### src/rtl/mux16_scan_ctrl.sv
// mux16_scan_ctrl: steps a 16:1 mux select through all channels, samples each
// after a settle window and hands the assembled word out on valid/ready.
module mux16_scan_ctrl #(
    parameter int SETTLE_CYCLES = 1
) (
    input  logic        clk,
    input  logic        rst_n,
    input  logic        start_i,
    input  logic        cont_i,
    input  logic        mux_out_i,
    input  logic        ready_i,
    output logic [3:0]  sel_o,
    output logic [15:0] data_o,
    output logic        valid_o,
    output logic        busy_o
);
    typedef enum logic [1:0] {S_IDLE, S_SETTLE, S_SAMPLE, S_DONE} state_t;
    localparam logic [3:0] SETTLE_INIT = 4'(SETTLE_CYCLES);
    // With no settle time every channel is sampled on consecutive edges.
    localparam state_t FIRST = (SETTLE_CYCLES == 0) ? S_SAMPLE : S_SETTLE;
    state_t      state_q, state_d;
    logic [3:0]  sel_q, sel_d;
    logic [3:0]  cnt_q, cnt_d;
    logic [15:0] data_q, data_d;
    logic        valid_q, valid_d;
    logic        start_scan;
    always_comb begin
        state_d    = state_q;
        sel_d      = sel_q;
        cnt_d      = cnt_q;
        data_d     = data_q;
        valid_d    = valid_q;
        start_scan = 1'b0;
        case (state_q)
            S_IDLE: start_scan = start_i;
            S_SETTLE: begin
                cnt_d   = cnt_q - 4'd1;
                state_d = (cnt_q <= 4'd1) ? S_SAMPLE : S_SETTLE;
            end
            S_SAMPLE: begin
                data_d[sel_q] = mux_out_i;
                if (sel_q == 4'd15) begin
                    state_d = S_DONE;
                    valid_d = 1'b1;
                end else begin
                    sel_d   = sel_q + 4'd1;
                    cnt_d   = SETTLE_INIT;
                    state_d = FIRST;
                end
            end
            S_DONE: begin
                if (ready_i) begin
                    valid_d    = 1'b0;
                    start_scan = cont_i || start_i;
                    state_d    = S_IDLE;
                    sel_d      = 4'd0;
                end
            end
            default: state_d = S_IDLE;
        endcase
        // Acceptance with restart chains straight into the next scan.
        if (start_scan) begin
            sel_d   = 4'd0;
            data_d  = 16'd0;
            cnt_d   = SETTLE_INIT;
            state_d = FIRST;
        end
    end
    always_ff @(posedge clk or negedge rst_n) begin
        if (!rst_n) begin
            state_q <= S_IDLE;
            sel_q   <= 4'd0;
            cnt_q   <= 4'd0;
            data_q  <= 16'd0;
            valid_q <= 1'b0;
        end else begin
            state_q <= state_d;
            sel_q   <= sel_d;
            cnt_q   <= cnt_d;
            data_q  <= data_d;
            valid_q <= valid_d;
        end
    end
    assign sel_o   = sel_q;
    assign data_o  = data_q;
    assign valid_o = valid_q;
    assign busy_o  = (state_q == S_SETTLE) || (state_q == S_SAMPLE);
endmodule

### config.mk
export PLATFORM = sky130hd
export DESIGN_NAME = mux16_scan_ctrl
export DESIGN_NICKNAME = d
export VERILOG_FILES = /design/src/rtl/mux16_scan_ctrl.sv
export SDC_FILE = /design/constraint.sdc
export NUM_CORES = 1
export LEC_CHECK = 0
export CORE_MARGIN = 1
export CORE_UTILIZATION = 52
export CTS_CLUSTER_SIZE = 20
export DETAILED_ROUTE_END_ITERATION = 8
export PLACE_DENSITY = 0.88
export SLEW_MARGIN = 30
export SYNTH_ARGS = -nofsm -noshare
export SYNTH_HDL_FRONTEND = slang
export SYNTH_SLANG_ARGS = --single-unit
export TNS_END_PERCENT = 100
### constraint.sdc
create_clock -name clk -period 2 [get_ports clk]
set_input_delay 0.2 -clock clk [delete_from_list [all_inputs] [get_ports clk]]
set_output_delay 0.2 -clock clk [all_outputs]
set_load 0.05 [all_outputs]
# Word-level counts from Yosys, hierarchy flattened
# Index checks and enable logic that the tools add are counted.
# word_totals
register_bits	27
wordCells	53
# op_classes
reduce_logical	13
addsub	2
n_mux	22
n_lt_le_gt_ge	3
eq_ne	8
# op_table
operator	n
16-bit 2-to-1 mux	2
4-bit 2-to-1 mux	5
16-bit bitwise mux	1
4-bit one-hot mux with 2 select lines	2
2-bit 2-to-1 mux	4
3-bit inequality test, second input constant	2
2-bit one-hot mux with 3 select lines	1
3-bit AND reduction	2
3-bit nonzero test	2
4-bit by 5-bit < comparator with 1-bit output, second input constant	1
4-bit by 1-bit adder with 4-bit output, second input constant	1
1-bit demux with 4-bit select	1
2-bit equality test, second input constant	2
4-bit equality test, second input constant	1
4-bit by 1-bit >= comparator with 1-bit output, second input constant	1
4-bit by 1-bit <= comparator with 1-bit output, second input constant	1
1-bit 2-to-1 mux	4
2-bit inequality test, second input constant	2
1-bit one-hot mux with 2 select lines	2
2-bit AND reduction	2
2-bit nonzero test	2
4-bit nonzero test	1
4-bit by 1-bit subtractor with 4-bit output, second input constant	1
2-bit by 1-bit equality test with 1-bit output, second input constant	1
other kinds (3)	4

# Longest topological paths before layout
# depth
depth_word	7
mapped_depth	8
ltp_nobuf	6

# Worst setup path before layout
# OpenSTA, ideal clock, no wires.
# synth_path
path_kind	register -> register
from	register sel_q[1] (netlist: sel_o[1])
to	register cnt_q[0]
stages_incl_launch_ff	6
slack_ps	271
setup_time_ps	124
path_buffers	0
period_less_slack_ps	1729
required_ps	1876
arrival_time_ps	1605
path_cell_list	dfrtp_1 ha_1 nand4_2 o21ai_2 nor2_1 a211o_1
# synth_between
elab_chain_len	3
# synth_rtl
item	line_no	text
from (decl)	22	logic [3:0] sel_q, sel_d;
from (signal assigned)	78	sel_q <= sel_d;
4-bit equality test	42	if (sel_q == 4'd15) begin
3-bit inequality test (no source line)	n/a	
2-bit AND reduction (no source line)	n/a	
to (signal assigned)	79	cnt_q <= cnt_d;
to (decl)	23	logic [3:0] cnt_q, cnt_d;
# Every way passes these cells.
# A chain may end at the register's enable or synchronous reset.

# Worst setup path after layout
# layout_path
from	register sel_q[0] (netlist: sel_o[0])
to	output sel_o[0]
# layout_rtl
item	line_no	text
to (decl)	12	output logic [3:0] sel_o,
# No word-level cell between the ends.

==> out/metrics.csv <==
metric,value,unit
RR Startpoint,state_q[0]$_DFFE_PN0P_,
Post-synth EDFFs,0,
setup violators final,0,
worst skew pair latency,0.32,ns
# diodes,0,
Hold Crit Class,in -> async,
largest net degree at the start of global routing,28,
Final Critical Period,1.887,ns
Sw Ratio,51.80,%
PortBufs,27,
vias in the first global route,1336,
Synth Area per Inst,9.761,um^2
die height,56.98,um
largest area contributor in the netlist,dfrtp_1,
count of final max-slew check failures,0,
Reg2Reg Depth,7,
asr flop ratio synth,100.0,%
GR Overflow Total,0,
Initial Util,56.02,%
RSZ-0062 raised after global routing,no,
total die area,3246,um^2
Post-DP Area,1864,um^2
f_max,529.9,MHz
die width,56.98,um
Syn Std Cell Area,1572,um^2
Setup crit end,sel_o[0],
Max Cap Viol,0,
Post-Route Setup TNS,0,ns
maximum clock insertion buffer count,2,
Critical R2R Capture,data_o[1]$_DFFE_PN0P_,
Worst-path clk slew,0.14,ns
CP Capture Type,output port,
CP Class,reg -> out,
Vias/cell,5.790,
Fin Clk Skew,0.001605,ns
placed cells,215,
sequential share of power,30.8,%
top cell family by delay on the critical path,buffers and inverters,
I/O pin cnt,28,
syn_nets,177,
Clock Sinks,27,
status,"finished, violations left",
via count,1268,
"antenna viol nets, final",0,
CP required,1.80,ns
fraction of final layout cells with drive strength greater than 1,10.11,%
Lkg Pwr,0.9171,nW
Slew @ Worst Pin,0.5633,ns
initial DRC count,51,
# DRC,6,
Final nets,205,
Post-CTS Repair Setup Buffers,0,
Final Cell Area,1892,um^2
Synth top area share,42.99,%
Tcrit/Tclk final,94.37,%
initial antenna violation count,0,
CP max stage cell,clkdlybuf4s50_1,
largest stage delay on the critical path,0.85,ns
Hold Slack,0.2236,ns
Mapped Cells,161,
Peak VDD IR,0.001012,V
Post-synth top flop,dfrtp_1,
CP Max Fanout,7,
"Cell Count, Final, Fillers Out",219,
Layout Utilization,67.44,%
Worst setup SP type,register,
Cell Int Power,1.557,mW
CTS tree,yes,
failing checks,design-rule violations,
post_cts resized,0,
"Buf+Inv Stages, Crit Path",1,
Fin. Hold Viols,0,
Clock power frac,7.2,%
sequential share of the synthesized area,42.99,%
"Cell Chain, Critical Path",clkdlybuf4s50_1,
Core Area,2805,um^2
first-pass detailed-route iteration total,6,
hpwl dp,2.471,mm
"Arr. time, crit path",1.69,ns
Slew headroom,62.33,%
number of buffers created by CTS,3,
synth top area cells,"dfrtp_1 (43%), mux2i_1 (9.6%), ha_1 (8.0%)",
htree depth,1,
PD cells,1707,nW/um^2
root buffer cell,clkbuf_4,
CTS Hold Buffers Added,0,
Placer Congestion,0.8646,
wire length per cell,15.41,um
register bit count reported by yosys,27,
cell row count,19,
Total GRT Usage,23.29,%
synth unique cells,39,
crit path from,sel_o[0]$_DFFE_PN0P_,
Layout area overhead,20.38,%
Sw Pwr,1.673,mW
first-pass GRT wire length,5.899,mm
critical path depth in cells,1,
Gate power share,62.0,%
Routed WL,3.375,mm
Ys Warns,0,
"reg-to-reg slack, setup",0.23,ns
==> worst min path at each step <==
stage | depth (start not counted) | from | end
floorplan | 0 | rst_n | cnt_q[0]$_DFFE_PN0P_
CTS | 2 | rst_n | data_o[2]$_DFFE_PN0P_
detailed placement | 2 | data_o[12]$_DFFE_PN0P_ | data_o[12]$_DFFE_PN0P_
finish | 2 | rst_n | cnt_q[2]$_DFFE_PN0P_
global placement | 1 | valid_o$_DFFE_PN0P_ | valid_o$_DFFE_PN0P_
global route | 2 | rst_n | cnt_q[1]$_DFFE_PN0P_
==> metal layers <==
| metal | vias to the layer above | global-route usage [%] | routed length [um] |
|---|---|---|---|
| met5 | - | 0 | 0 |
| met4 | 0 | 9.408 | 61 |
| met3 | 8 | 4.308 | 181 |
| met2 | 54 | 41.01 | 1716 |
| met1 | 602 | 28.23 | 1416 |
| li1 | 604 | - | - |
==> cells in the final DEF (no fill, tap or decap), drive strengths merged, types with 2 or more instances in the layout <==
cell	instances
a2bb2oi	2
clkdlybuf4s50	25
nand2	12
mux2i	15
o211ai	2
inv	6
nand2b	3
o21ai	4
a31oi	2
buf	7
nand4	5
nand3	8
dfrtp	27
ha	10
nor3	5
a21oi	6
nor2	30
o31ai	2
clkbuf	3
==> kinds of logic after synthesis <==
group,synth area share [%]
flops,42.99
mux,9.554
compound gates,11.15
fa+ha+maj,7.962
buf+inv,5.334
xor+xnor,1.115
simple gates,21.90
==> power groups by stage <==
| stage | registers [mW] | logic (mW) | clock network (mW) |
|---|---|---|---|
| global route | 1.02 | 2.15 | 0.262 |
| global placement | 0.973 | 1.92 | 0 |
| floorplan | 1.50 | 0.905 | 0 |
| finish | 0.994 | 2.00 | 0.233 |
| detailed placement | 1.00 | 2.00 | 0 |
| CTS | 0.992 | 2.01 | 0.244 |
==> registers in the layout, summed over array words and instances, names as in the netlist <==
| signal | cells |
|---|---|
| cnt_q | 4 |
| data_o | 16 |
| sel_o | 4 |
| state_q | 2 |
| valid_o | 1 |
==> cell usage after synthesis, drive strengths merged, types with 2 or more instances <==
cell type and count:
nor2 30, dfrtp 27, mux2i 15, nand2 12
ha 10, buf 8, nand3 8, a21oi 6
inv 6, nand4 5, nor3 5, o21ai 4
nand2b 3, a2bb2oi 2, a31oi 2, o211ai 2
o31ai 2
==> through the flow <==
| step | power (mW) | worst slack, ns |
|---|---|---|
| floorplan | 2.404 | 0.2710 |
| global placement | 2.892 | 0.3712 |
| detailed placement | 2.997 | 0.2567 |
| CTS | 3.242 | 0.1046 |
| global route | 3.440 | 0.05129 |
| finish | 3.230 | 0.1127 |
==> cell type report <==
type | count | area, um^2
clock inverters | 1 | 5.005
clock buffers | 3 | 22.52
fillers | 233 | 913.4
well taps | 31 | 38.79
repair buffers | 32 | 315.3
flip-flops and latches | 27 | 675.6
inverters | 6 | 22.52
multi-input cells | 119 | 812.0
No activity file was read; power rests on OpenSTA's default activity.
